[src/rtl/regbank_pkg.sv]
// Shared types and sizes for the register-bank sequencer.
// Latency: n/a (declarations only).
// Backpressure: n/a.
package regbank_pkg;

  localparam int DATA_W = 8;
  localparam int ADDR_W = 2;

  typedef enum logic [1:0] {
    OP_LOADI = 2'b00,
    OP_ADD   = 2'b01,
    OP_SUB   = 2'b10,
    OP_AND   = 2'b11
  } op_e;

  typedef enum logic [1:0] {
    S_IDLE  = 2'b00,
    S_READ  = 2'b01,
    S_EXEC  = 2'b10,
    S_WRITE = 2'b11
  } state_e;

endpackage

[src/rtl/regbank_alu.sv]
// Combinational ALU: LOADI passes operand a, ADD/SUB/AND on a,b, with carry/borrow and zero flags.
// Latency: zero cycles (pure combinational).
// Backpressure: none; output follows inputs.
module regbank_alu
  import regbank_pkg::*;
#(
  parameter int W = 8
) (
  input  logic [1:0]   i_op,
  input  logic [W-1:0] i_a,
  input  logic [W-1:0] i_b,
  output logic [W-1:0] o_result,
  output logic         o_c,
  output logic         o_z
);

  logic [W:0] w_wide;

  // Opcode decode; the extra top bit of the wide sum/difference is carry or borrow.
  always_comb begin
    w_wide   = '0;
    o_result = '0;
    o_c      = 1'b0;
    case (op_e'(i_op))
      OP_LOADI: o_result = i_a;
      OP_ADD: begin
        w_wide   = {1'b0, i_a} + {1'b0, i_b};
        o_result = w_wide[W-1:0];
        o_c      = w_wide[W];
      end
      OP_SUB: begin
        // Borrow out of the (W+1)-bit difference is set exactly when a < b unsigned.
        w_wide   = {1'b0, i_a} - {1'b0, i_b};
        o_result = w_wide[W-1:0];
        o_c      = w_wide[W];
      end
      OP_AND:  o_result = i_a & i_b;
      default: o_result = '0;
    endcase
  end

  assign o_z = (o_result == '0);

endmodule

[src/rtl/regbank_sequencer.sv]
// Sequencer: accept a command, read two bank registers, run the ALU, write the result back.
// Latency: accept edge N -> write strobe in cycle N+3 -> next accept at edge N+4 (1 cmd / 4 cycles).
// Backpressure: cmd_ready is high only in IDLE; cmd_valid is ignored while a command is in flight.
module regbank_sequencer
  import regbank_pkg::*;
#(
  parameter int DATA_W = regbank_pkg::DATA_W,
  parameter int ADDR_W = regbank_pkg::ADDR_W
) (
  input  logic              clock,
  input  logic              reset_n,
  input  logic              cmd_valid,
  output logic              cmd_ready,
  input  logic [1:0]        cmd_op,
  input  logic [ADDR_W-1:0] cmd_rs0,
  input  logic [ADDR_W-1:0] cmd_rs1,
  input  logic [ADDR_W-1:0] cmd_rd,
  input  logic [DATA_W-1:0] cmd_imm,
  output logic [ADDR_W-1:0] add_rd0,
  output logic [ADDR_W-1:0] add_rd1,
  input  logic [DATA_W-1:0] rd0,
  input  logic [DATA_W-1:0] rd1,
  output logic              wr_en,
  output logic [ADDR_W-1:0] add_wr,
  output logic [DATA_W-1:0] wr_data,
  output logic              done,
  output logic [DATA_W-1:0] result,
  output logic              flag_c,
  output logic              flag_z
);

  state_e            r_state;
  state_e            w_next_state;
  logic              w_accept;

  logic [1:0]        r_op;
  logic [ADDR_W-1:0] r_add_rd0;
  logic [ADDR_W-1:0] r_add_rd1;
  logic [ADDR_W-1:0] r_rd;
  logic [DATA_W-1:0] r_imm;
  logic [DATA_W-1:0] r_op0;
  logic [DATA_W-1:0] r_op1;

  logic [DATA_W-1:0] r_result;
  logic              r_flag_c;
  logic              r_flag_z;
  logic              r_wr_en;
  logic              r_done;

  logic [DATA_W-1:0] w_alu_a;
  logic [DATA_W-1:0] w_alu_result;
  logic              w_alu_c;
  logic              w_alu_z;

  assign w_accept  = cmd_valid && (r_state == S_IDLE);
  assign cmd_ready = (r_state == S_IDLE);

  // LOADI reuses the ALU pass-through path by presenting the immediate on operand a.
  assign w_alu_a = (r_op == OP_LOADI) ? r_imm : r_op0;

  regbank_alu #(.W(DATA_W)) u_alu (
    .i_op     (r_op),
    .i_a      (w_alu_a),
    .i_b      (r_op1),
    .o_result (w_alu_result),
    .o_c      (w_alu_c),
    .o_z      (w_alu_z)
  );

  // State register.
  always_ff @(posedge clock or negedge reset_n) begin
    if (!reset_n) r_state <= S_IDLE;
    else          r_state <= w_next_state;
  end

  // Next-state logic: fixed four-step walk, leaving IDLE only on a handshake.
  always_comb begin
    w_next_state = r_state;
    case (r_state)
      S_IDLE:  if (w_accept) w_next_state = S_READ;
      S_READ:  w_next_state = S_EXEC;
      S_EXEC:  w_next_state = S_WRITE;
      S_WRITE: w_next_state = S_IDLE;
      default: w_next_state = S_IDLE;
    endcase
  end

  // Command latch; the source addresses go straight to the bank address pins.
  always_ff @(posedge clock or negedge reset_n) begin
    if (!reset_n) begin
      r_op      <= '0;
      r_add_rd0 <= '0;
      r_add_rd1 <= '0;
      r_rd      <= '0;
      r_imm     <= '0;
    end else if (w_accept) begin
      r_op      <= cmd_op;
      r_add_rd0 <= cmd_rs0;
      r_add_rd1 <= cmd_rs1;
      r_rd      <= cmd_rd;
      r_imm     <= cmd_imm;
    end
  end

  // Operand capture at the end of READ, while the bank is presenting the source data.
  always_ff @(posedge clock or negedge reset_n) begin
    if (!reset_n) begin
      r_op0 <= '0;
      r_op1 <= '0;
    end else if (r_state == S_READ) begin
      r_op0 <= rd0;
      r_op1 <= rd1;
    end
  end

  // Result and flags update only at the end of EXEC and hold until the next command.
  always_ff @(posedge clock or negedge reset_n) begin
    if (!reset_n) begin
      r_result <= '0;
      r_flag_c <= 1'b0;
      r_flag_z <= 1'b0;
    end else if (r_state == S_EXEC) begin
      r_result <= w_alu_result;
      r_flag_c <= w_alu_c;
      r_flag_z <= w_alu_z;
    end
  end

  // Write strobe straight from flops so it cannot glitch; low for exactly the WRITE cycle.
  always_ff @(posedge clock or negedge reset_n) begin
    if (!reset_n) begin
      r_wr_en <= 1'b1;
      r_done  <= 1'b0;
    end else begin
      r_wr_en <= (r_state != S_EXEC);
      r_done  <= (r_state == S_EXEC);
    end
  end

  assign add_rd0 = r_add_rd0;
  assign add_rd1 = r_add_rd1;
  assign wr_en   = r_wr_en;
  assign add_wr  = r_rd;
  assign wr_data = r_result;
  assign done    = r_done;
  assign result  = r_result;
  assign flag_c  = r_flag_c;
  assign flag_z  = r_flag_z;

endmodule

[config.mk]
export PLATFORM = sky130hd
export DESIGN_NAME = regbank_sequencer
export DESIGN_NICKNAME = d
export VERILOG_FILES = /design/src/rtl/regbank_pkg.sv /design/src/rtl/regbank_alu.sv /design/src/rtl/regbank_sequencer.sv
export SDC_FILE = /design/constraint.sdc
export NUM_CORES = 1
export LEC_CHECK = 0
export CAP_MARGIN = 20
export CORE_MARGIN = 4
export CORE_UTILIZATION = 30
export CTS_CLUSTER_SIZE = 30
export DETAILED_ROUTE_END_ITERATION = 8
export HOLD_SLACK_MARGIN = 0.12
export PLACE_DENSITY = 0.63
export SETUP_SLACK_MARGIN = 0.2
export SLEW_MARGIN = 10
export SYNTH_ARGS = -nofsm -noshare
export SYNTH_HDL_FRONTEND = slang
export SYNTH_HIERARCHICAL = 1
export SYNTH_SLANG_ARGS = --single-unit
[constraint.sdc]
create_clock -name clock -period 9 [get_ports clock]
set_clock_uncertainty 0.05 [all_clocks]
set_input_delay 1.8 -clock clock [delete_from_list [all_inputs] [get_ports clock]]
set_output_delay 1.8 -clock clock [all_outputs]
set_load 0.02 [all_outputs]
# [Word level (Yosys, flattened, before mapping)]
# Cells that the tools add are included.
[word_totals] reg_bits=46 inputBits=35 wordCells=33
[op_classes] addsub=2 eq_ne=8 muxes=5 bitwise_logic=1 reduce_logical=4
[ops] operator="$pmux 8 s4" count=1
[ops] operator="$add 8x8->9" count=1
[ops] operator="$sub 8x8->9" count=1
[ops] operator="$and 8x8->8" count=1
[ops] operator="$eq 2x2->1 const B" count=4
[ops] operator="$logic_not 8->1" count=1
[ops] operator="$mux 8" count=1
[ops] operator="$pmux 2 s4" count=1
[ops] operator="$eq 2x1->1 const B" count=2
[ops] operator="$logic_not 2->1" count=2
[ops] operator="$mux 2" count=1
[ops] operator="$ne 2x1->1 const B" count=1
[ops] operator="$ne 2x2->1 const B" count=1
[ops] operator="$pmux 1 s2" count=1
[ops] operator="$logic_and 1x1->1" count=1

# [Logic depth before layout (Yosys ltp)]
[logic_depth] word_depth=5 depth_mapped=13

# [Modules after synthesis]
# Netlist, hierarchy kept.
[modules_own_cells] mod="regbank_sequencer" instances=1 cells_each=122 area_per_inst_um2=1970.6 seq_area_each_um2=1152.4
[modules_own_cells] mod="regbank_alu" instances=1 cells_each=159 area_per_inst_um2=1138.6 seq_area_each_um2=0.0

# [Worst setup path after synthesis]
# OpenSTA, ideal clock, no wires.
[synth_timing] kind="reg-to-reg" from="reg r_op[1]" to="reg r_flag_z, in the netlist flag_z" t_arrival_ns=3.249 required_ns=8.885 setup_slack_ns=5.636 path_stages_with_launch=12 n_path_buf=0 path_cell_list="dfrtp_1 nor2_2 mux2_2 ha_1 fa_1 nand2b_1 a2111o_1 a41oi_1 a2111o_1 or4_1 nor4_2 mux2_2"
[synth_between] elab_chain_len=5
[synth_rtl] element="start: declaration" line="regbank_sequencer.sv:36" rtl="logic [1:0] r_op;"
[synth_rtl] element="start signal: assignment" line="regbank_sequencer.sv:97" rtl="r_op <= cmd_op;"
[synth_rtl] element="$logic_not 2->1 (*)" line="regbank_sequencer.sv:59" rtl="assign w_alu_a = (r_op == OP_LOADI) ? r_imm : r_op0;"
[synth_rtl] element="$mux 8 (*)" line="regbank_sequencer.sv:59"
[synth_rtl] element="named net w_alu_a[0]" line="regbank_sequencer.sv:50" rtl="logic [DATA_W-1:0] w_alu_a;"
[synth_rtl] element="$sub 8x8->9 or $add 8x8->9 (tied branches)" line="regbank_alu.sv:33, regbank_alu.sv:27"
[synth_rtl] element="$pmux 8 s4 (*)" line="regbank_alu.sv:24" rtl="case (op_e'(i_op))"
[synth_rtl] element="named net w_alu_result[4]" line="regbank_sequencer.sv:51" rtl="logic [DATA_W-1:0] w_alu_result;"
[synth_rtl] element="$logic_not 8->1 (*)" line="regbank_alu.sv:42" rtl="assign o_z = (o_result == '0);"
[synth_rtl] element="named net w_alu_z" line="regbank_sequencer.sv:53" rtl="logic w_alu_z;"
[synth_rtl] element="end signal: assignment" line="regbank_sequencer.sv:125" rtl="r_flag_z <= w_alu_z;"
[synth_rtl] element="end: declaration" line="regbank_sequencer.sv:46" rtl="logic r_flag_z;"
# Mark *: on every way through the listed nets, which the timed path passes. The rest lies on a longest branch.
# A chain may end at the register's enable or synchronous reset.

# [Worst setup path in the final report]
# Same ends and word-level chain as after synthesis.

==> results.yml <==
die:
  io_pins: 62
  row_count: 36
  die_x_um: 110
  fp.dieH_um: 110
  start_util_pct: 31.2
  core_mm2: 0.00995
  die_area_mm2: 0.0121
global_route:
  antenna_found_initial: 0
  grt_pass1_vias: 2388
  grtUsageMet2_pct: 20.8
  use_met1_pct: 18.1
  grt_max_degree: 47
  top_usage_layer: "met2"
  use_met3_pct: 2.76
  grt_pass1_wl_mm: 12.4
  grtUsageTotal_pct: 13.2
  gr-total-overflow: 0
clock_network:
  cts_num_sinks: 46
  clk_pin_slew_ps: 90
  cts.path.max_buffers: 2
  cts_hold_buf: 0
  numCtsBuffers: 5
  ctsResizeCount: 0
  clkLatencyLatePin_ps: 300
  htree_levels: 2
  post_cts_buffers: 0
  cts-root-buf: "clkbuf_8"
  cts_tree: "yes"
logic_synthesis:
  ys_types: 60
  yosys_warnings: 6
  seq_area_frac_synth_pct: 37.1
  synthTopCellsByArea: "dfrtp_1, mux2_2, ha_1"
  avgSynthCellArea_um2: 11.1
  synth_nets: 344
  synth_edf_count: 0
  synthTopCellsByCount: "dfrtp_1, mux2_2, ha_1"
  synth_seq_cells: 46
  synth.largest_area_cell: "dfrtp_1"
  syn_area_mm2: 0.00311
  async_flop_share_pct: 100
  syn_inst: 281
  ys.flop_type: "dfrtp_1"
  post-synth-top-area-fraction_pct: 36.2
  yosysMostFrequentCell: "dfrtp_1"
sta:
  worstMarginPinSlew_ps: 836
  fin_crit_ps: 3740
  finalSetupTns_ps: 0
  slew_headroom_pct: 44.3
  clock.fmax_mhz: 267
  fin_crit_sh_pct: 41.6
  finalMaxSlewViolations: 0
  hold_viol_final: 0
  setup_viol: 0
  rsz0062_at_grt: "false"
critical_path:
  critical_path_required_ps: 9200
  critical_path_class: "reg -> reg"
  worst_ep_arrival_time_ps: 3940
  worstSetupStartpointType: "flop"
  path_max_fanout: 8
  endpoint_kind: "flop"
flow_run:
  maxCapViolCount: 0
route:
  drtIter0Drc: 178
  wl_per_cell_um: 16.6
  drc_errors: 0
  drtPass1Iterations: 4
  wirelength_mm: 7.69
  ant_nets: 0
  num_vias: 2350
  avgViaCountPerCell: 5.08
min_path:
  min_path_type: "reg -> reg"
finish:
  area_delta_synth_final_pct: 24.1
  layout.nets: 392
  antenna_cells: 0
  drive_above_1_share_pct: 21.5
place:
  dp_hpwl_mm: 5.67
  globalplace.congestion: 0.934
  port_buffers: 61
run_status:
  outcome: "finished, final reports clean"
[state kept, by name (all words and copies together) (netlist names)]
name     cells
r_imm        8
r_op0        8
r_op1        8
result       8
add_rd0      2
add_rd1      2
add_wr       2
r_op         2
r_state      2
done         1
flag_c       1
flag_z       1
wr_en        1
[worst paths after layout]
kind                            startpoint       end  slack, ps  cells after the start
worst max-delay path               r_op[1]    flag_z       5260                     11
worst min-delay path              r_imm[2]  r_imm[2]        460                      1
worst max register to register     r_op[1]    flag_z       5260                     11
worst min register to register    r_imm[2]  r_imm[2]        460                      1
max in group asynchronous          reset_n     wr_en       6900                      2
min in group asynchronous          reset_n  r_imm[1]       1420                      1
[placed cells by master, fill, tap and decap left out, types with 2 or more instances in the layout]
cell type        netlist  routed
nor3_1                 5       5
clkbuf_8               0       8
o21ai_0                2       2
dfrtp_1               45      45
a21oi_1               16      16
ha_1                  26      26
a2111o_1               2       2
a211o_1                2       2
mux2i_1                3       3
mux2_4                11      11
clkdlybuf4s50_1        0      60
o31ai_1                3       3
and3_1                 2       2
or4_1                  2       2
nand4_1                5       5
nand2_1                7       7
nand2b_1               4       4
nor4_1                 3       3
nor2_1                 7       7
a31oi_1                5       5
a21o_1                 2       2
nand3_1                4       4
nor2b_1                2       2
inv_2                  3       3
or3_1                  2       2
mux2_2                42      42
inv_1                 22      22
a211oi_1               2       2
fa_1                   2       2
[worst max-delay path, cell delays in order (launching register included)]
cell      delay (ps)
dfrtp_1          440
nor2_2           420
mux2_2           420
ha_1             250
fa_1             420
nand2b_1         150
a2111o_1         160
a41oi_1          100
a2111o_1         420
or4_1            540
nor4_2           140
mux2_2           180
[routing by layer]
metal  vias to the layer above  part of all wire [%]
met3                        19                   6.5
met2                        90                    47
li1                       1098                     -
met5                         -                     0
met1                      1143                    44
met4                         0                   1.8
[final cells by class]
cell class	instances	area, µm²
Fill cell	976	6100
Clock buffer	8	110
Sequential cell	46	1150
Tap cell	133	166
Inverter	25	93.8
Multi-Input combinational cell	189	1710
Timing Repair Buffer	62	626
[metrics by stage]
stage | setup WS, ps | std cells | hold WS (ps) | util, % | instance area [µm²]
floorplan | 5640 | 281 | 424 | - | 3110
global placement | 5400 | 454 | 435 | 37.4 | 3730
detailed placement | 5260 | 454 | 438 | 37.4 | 3730
CTS | 5250 | 462 | 460 | 38.5 | 3840
global route | 5010 | 463 | 477 | 38.8 | 3860
finish | 5260 | 463 | 460 | 38.8 | 3860
[kinds of logic after synthesis]
family                     after synthesis  synth area share (%)
AOI/OAI and AO/OA                       50                  11.2
xor gates and xnor gates                 2                 0.563
adders and majority gates               28                  11.8
buffers and inverters                   46                  7.97
DFF                                     46                  37.1
muxes                                   56                  21.5
and+or+nand+nor                         53                  9.94
Power is left out: the tool's default activity adds up to more than one toggle a clock period on the data nets, which glitch-free logic cannot reach.
